### src/rtl/regfile_wb_ctrl.sv
// regfile_wb_ctrl: write-back controller and busy-bit scoreboard for the
// 32x32 integer register file.
//
// The block arbitrates two result producers onto the single register-file
// write port. Port A is the single-cycle ALU and port B is the multi-cycle
// LSU/MUL. It also tracks per-register busy bits so that issue can stall on
// RAW/WAW hazards.
//
// Optional feature: define WB_RR_EN to get round-robin arbitration.
// Without it, A always beats B.
//
// Ports:
//   clk, rst_n              clock, async active-low reset
//   alloc_valid/alloc_rd    issue marks a destination register busy
//   chk_rs1/rs2/rd_addr     issuing instruction's registers; stall (comb)
//   a_valid/a_ready/a_rd/a_data   ALU result handshake
//   b_valid/b_ready/b_rd/b_data   LSU/MUL result handshake
//   flush                   clears all busy bits
//   rf_we/rf_rd_addr/rf_rd_data   registered register-file write port
//   wb_err                  sticky: write-back to a register that was not busy
module regfile_wb_ctrl #(
  parameter int unsigned XLEN = 32
) (
  input  logic              clk,
  input  logic              rst_n,
  input  logic              alloc_valid,
  input  logic [4:0]        alloc_rd,
  input  logic [4:0]        chk_rs1_addr,
  input  logic [4:0]        chk_rs2_addr,
  input  logic [4:0]        chk_rd_addr,
  output logic              stall,
  input  logic              a_valid,
  output logic              a_ready,
  input  logic [4:0]        a_rd,
  input  logic [XLEN-1:0]   a_data,
  input  logic              b_valid,
  output logic              b_ready,
  input  logic [4:0]        b_rd,
  input  logic [XLEN-1:0]   b_data,
  input  logic              flush,
  output logic              rf_we,
  output logic [4:0]        rf_rd_addr,
  output logic [XLEN-1:0]   rf_rd_data,
  output logic              wb_err
);

  localparam int unsigned NREG   = 32;
  localparam int unsigned ADDR_W = 5;

  logic              rf_we_q, rf_we_d;
  logic [ADDR_W-1:0] rf_rd_addr_q, rf_rd_addr_d;
  logic [XLEN-1:0]   rf_rd_data_q, rf_rd_data_d;
  logic              wb_err_q, wb_err_d;
  logic [NREG-1:0]   busy_q, busy_d;

  logic              a_gnt, b_gnt, win;
  logic [ADDR_W-1:0] win_rd;
  logic [XLEN-1:0]   win_data;

`ifdef WB_RR_EN
  typedef enum logic {FAV_A = 1'b0, FAV_B = 1'b1} rr_e;
  rr_e rr_q, rr_d;
`endif

  // Arbitration: a single requester always wins; a conflict is resolved by
  // policy. Nothing is granted while reset is asserted.
  always_comb begin
    a_gnt = 1'b0;
    b_gnt = 1'b0;
`ifdef WB_RR_EN
    rr_d  = rr_q;
`endif
    if (rst_n) begin
      if (a_valid && b_valid) begin
`ifdef WB_RR_EN
        if (rr_q == FAV_A) a_gnt = 1'b1;
        else               b_gnt = 1'b1;
        // The loser is favoured on the next conflict
        rr_d = (rr_q == FAV_A) ? FAV_B : FAV_A;
`else
        a_gnt = 1'b1;
`endif
      end else begin
        a_gnt = a_valid;
        b_gnt = b_valid;
      end
    end
  end

  assign win      = a_gnt | b_gnt;
  assign win_rd   = a_gnt ? a_rd   : b_rd;
  assign win_data = a_gnt ? a_data : b_data;

  // Write port, error flag and scoreboard next state
  always_comb begin
    rf_we_d      = 1'b0;
    rf_rd_addr_d = rf_rd_addr_q;
    rf_rd_data_d = rf_rd_data_q;
    wb_err_d     = wb_err_q;
    busy_d       = busy_q;

    if (win) begin
      // A write to x0 is accepted and then dropped
      rf_we_d      = (win_rd != ADDR_W'(0));
      rf_rd_addr_d = win_rd;
      rf_rd_data_d = win_data;
      if ((win_rd != ADDR_W'(0)) && !busy_q[win_rd]) wb_err_d = 1'b1;
    end

    // A clear and a set of the same register on one edge: the set wins
    if (rf_we_q) busy_d[rf_rd_addr_q] = 1'b0;
    if (alloc_valid && (alloc_rd != ADDR_W'(0))) busy_d[alloc_rd] = 1'b1;
    if (flush) busy_d = '0;
    busy_d[0] = 1'b0;
  end

  always_ff @(posedge clk or negedge rst_n) begin
    if (!rst_n) begin
      rf_we_q      <= 1'b0;
      rf_rd_addr_q <= '0;
      rf_rd_data_q <= '0;
      wb_err_q     <= 1'b0;
      busy_q       <= '0;
    end else begin
      rf_we_q      <= rf_we_d;
      rf_rd_addr_q <= rf_rd_addr_d;
      rf_rd_data_q <= rf_rd_data_d;
      wb_err_q     <= wb_err_d;
      busy_q       <= busy_d;
    end
  end

`ifdef WB_RR_EN
  always_ff @(posedge clk or negedge rst_n) begin
    if (!rst_n) rr_q <= FAV_A;
    else        rr_q <= rr_d;
  end
`endif

  assign stall      = busy_q[chk_rs1_addr] | busy_q[chk_rs2_addr] | busy_q[chk_rd_addr];
  assign a_ready    = a_gnt;
  assign b_ready    = b_gnt;
  assign rf_we      = rf_we_q;
  assign rf_rd_addr = rf_rd_addr_q;
  assign rf_rd_data = rf_rd_data_q;
  assign wb_err     = wb_err_q;

endmodule

### config.mk
export PLATFORM = sky130hd
export DESIGN_NAME = regfile_wb_ctrl
export DESIGN_NICKNAME = d
export VERILOG_FILES = /design/src/rtl/regfile_wb_ctrl.sv
export SDC_FILE = /design/constraint.sdc
export NUM_CORES = 1
export LEC_CHECK = 0
export ABC_AREA = 1
export BUFFER_PORTS_ARGS = -buffer_cell sky130_fd_sc_hd__buf_2
export CAP_MARGIN = 20
export CORE_UTILIZATION = 35
export CTS_CLUSTER_DIAMETER = 150
export DETAILED_ROUTE_END_ITERATION = 16
export GPL_TIMING_DRIVEN = 0
export PLACE_DENSITY = 0.59
export SETUP_SLACK_MARGIN = 0.05
export SYNTH_ARGS = -nofsm -noshare
export SYNTH_HDL_FRONTEND = slang
export SYNTH_SLANG_ARGS = --single-unit
### constraint.sdc
create_clock -name clk -period 1.55 [get_ports clk]
set_input_delay 0.0775 -clock clk [delete_from_list [all_inputs] [get_ports clk]]
set_output_delay 0.0775 -clock clk [all_outputs]
set_load 0.1 [all_outputs]
==> summary.txt <==
Clocking
  • TritonCTS Buffers: 9
  • Clk sinks: 70
  • Worst-path clk slew: 0.06 ns
  • Clock Path Buffers: 2
  • CTS tree: done
  • CTS root buf: clkbuf_16
  • Clk_lat worst skew: 0.34 ns
  • H-tree depth: 3

Run
  • Maximum capacitance violations: 0

Placed design
  • Placer Congestion: 0.967
  • Hpwl dp: 11.8 mm
  • IO Port Bufs: 139
  • Worst slack, placed: -0.409 ns
  • DP Area: 5380 µm²

Timing
  • Setup-failing EPs final: 1
  • Slew headroom: 31.0%
  • Minimum clock period: 1.78 ns
  • Final number of hold-violating endpoints: 0
  • Crit share post-route: 115%
  • Worst-margin pin slew: 1.03 ns
  • Max Clk Rate: 562 MHz
  • Pins Over Slew Limit: 0
  • Skew final: 0.00494 ns
  • RSZ-0062 raised after global routing: yes
  • Post-route worst setup slack: -0.229 ns
  • Setup TNS: -0.229 ns

Floorplan
  • Core area: 12200 µm²
  • # IOs: 142
  • Die Area: 13100 µm²
  • Die Span Y: 115 µm
  • Initial Util: 36.4%
  • Std cell rows: 40
  • Die extent in x: 115 µm

Min path
  • Hold endpoint: rf_rd_data[2]
  • Worst Hold Path Cells: 3
  • Worst hold start: a_data[2]
  • Min-delay worst type: primary input to register

Final layout
  • Number of diodes: 0
  • Area Growth Syn to Fin: 35.6%
  • Share of layout cells above drive strength 1: 29.3%
  • Nets@finish: 923
  • # fillers: 1264
  • Design area: 6010 µm²

Power and ir drop
  • Peak VDD IR: 0.000678 V
  • Tot Pwr: 6.43 mW
  • Leak pwr: 2.79 nW
  • Pwr/cell area: 1070 nW/µm²

Status
  • Outcome: complete, but fails checks
  • Failing checks: negative setup slack

Synth
  • Xor/xnor share of the synthesized area: 0%
  • Largest family of logic cells by synthesized area: compound AO/OA/AOI/OAI gates
  • Syn_nets: 748
  • Yosys reg bits: 70
  • Synth Flop Type: dfrtp_1
  • Synth top area share: 39.5%
  • Avg Cell Area, Syn: 6.84 µm²
  • Syn Inst Count: 648
  • Ys async rst share: 100%
  • Netlist Area Pre-Place: 4430 µm²
  • Compound-Gate Fraction of Synth Area: 26.9%
  • Synth cell count leaders: 122 x nand2_1, 117 x o21ai_0, 100 x a21oi_1
  • Netlist cell types: 25
  • Most numerous cell in the Yosys netlist: nand2_1
  • Post-Synth Simple-Gate Area: 25.7%
  • Area leader, netlist: dfrtp_1
  • Synth Area in Adders: 0%
  • Post-synth EDFFs: 0
  • Ys Warns: 0
  • Multiplexer area fraction after synthesis: 0%
  • Largest cells by area after synthesis: dfrtp_1 40%, o21ai_0 13%, a21oi_1 11%
  • Register area share after synthesis: 39.5%

Global routing
  • Vias in the first global route: 4914
  • Overall Global Routing Usage: 25.5%
  • Global-route wire length before repair: 25.6 mm
  • Largest net degree at the start of global routing: 28
  • Initial antenna violation count: 0
  • Gr ovfl total: 0

Route
  • DR iter-0 viols: 358
  • DRC violations left: 0
  • DR WL/cell: 16.5 µm
  • Detailed Route WL: 16.5 mm
  • Via count: 5304
  • Via/cell ratio: 5.33
  • TritonRoute pass-1 iters: 5
  • Antenna-violating nets left: 0

Critical path
  • Crit. Startpoint: busy_q[21]
  • CP endpoint kind: output pin
  • Worst EP required: 1.47 ns
  • CP max-delay cell: dfrtp_1
  • Setup Crit Path Kind: register to output pin
  • Arr. time, crit path: 1.70 ns
  • Buf/Inv on CP: 2
  • Startpoint Class: register
  • Cell Chain, Critical Path: inv_2, a21oi_1, o21ai_0, nand3_1, nand3_1, nand3_1, nand2_2, nand3_2, buf_12
  • Crit-path max FO: 4
  • RR Endpoint: busy_q[2]
  • FF-to-FF Start: rf_rd_addr[0]
  • Reg-to-reg setup timing slack: 0.22 ns
  • R2R cell count: 4
  • CP dominant cell by count: nand3_1
  • CP top delay family: simple AND/OR/NAND/NOR gates
  • Largest stage delay, worst path: 0.44 ns
  • Crit path depth: 9
[sequential cells by signal, summed over array words and instances (netlist names)]
signal,count
rf_we,1
busy_q,31
rf_rd_addr,5
rf_rd_data,32
wb_err,1
[worst register-to-register path: cells and delay by family, from the launching register on]
| family | cells | cell delay [ns] |
|---|---|---|
| AO/OA/AOI/OAI | 2 | 0.37 |
| AND/OR/NAND/NOR | 1 | 0.31 |
| buffers and inverters | 1 | 0.08 |
| flip-flops | 1 | 0.43 |
[cell families after synthesis]
kind of cell    after synthesis
simple gates                261
compound gates              230
flops                        70
buf+inv                      87
[routing by layer]
metal / share of wire (%) / wire (µm) / vias to the layer above / GRT usage (%)
li1: - / - / 2564 / -
met1: 43 / 7020 / 2468 / 33.9
met2: 47 / 7750 / 225 / 40.4
met3: 6.2 / 1020 / 47 / 4.55
met4: 4.2 / 686 / 0 / 12.0
met5: 0 / 0 / - / 0
[power by group]
group	total [mW]	switching [mW]	internal (mW)	leakage, nW
combinational	2.24	1.76	0.475	1.78
sequential	2.10	0.119	1.98	0.860
clock	2.09	0.808	1.28	0.148
total	6.43	2.69	3.74	2.79
[area by class of cell]
cell class                 instances  area [µm²]  area share [%]
inverter                          58         220            3.66
sequential                        70        1770            29.5
buffer                            29         135            2.25
clock buffer                      10         239            3.98
tap                              168         210            3.50
clock inverter                     6        61.3            1.02
multi-input combinational        491        2380            39.7
timing repair buffer             164         986            16.4
[what timing repair did]
| item | CTS | global route |
|---|---|---|
| pin swaps | 6 | 7 |
| resized for setup | 48 | 21 |
| endpoints found under the setup margin | 11 | 2 |
| endpoints found under the hold margin | 44 | 0 |
| cloned | 1 | 0 |
| hold buffers | 5 | 0 |
| buffers inserted | 13 | 4 |
[per-stage QoR]
step                cells  hold WS, ns  utilization [%]
finish                996      0.00717             49.4
global route          996       0.0256             49.4
CTS                   991      0.00765             48.8
detailed placement    956     -0.00589             44.2
global placement      955        0.273             44.0
floorplan             648       -0.218                -
[placed cells by master (no fill, tap or decap), types with 12 or more instances in the layout]
| cell | netlist | final |
|---|---|---|
| dfrtp_1 | 70 | 52 |
| buf_4 | 0 | 16 |
| inv_2 | 1 | 15 |
| buf_2 | 7 | 143 |
| dfrtp_2 | 0 | 18 |
| a21oi_1 | 100 | 92 |
| clkbuf_1 | 19 | 18 |
| o21ai_0 | 117 | 100 |
| nor2_1 | 47 | 46 |
| inv_1 | 55 | 40 |
| o21ai_1 | 1 | 15 |
| nor3_1 | 12 | 12 |
| nand3_1 | 70 | 69 |
| nand2_1 | 122 | 121 |
[worst max path at each step]
stage | end | slack, ns
final | stall | -0.23
after global routing | stall | -0.28
after CTS | stall | -0.20
after detailed placement | wb_err | -0.41
after global placement | wb_err | -1.22
after floorplan | stall | 0.01
Power figures use the tool's default switching activity.
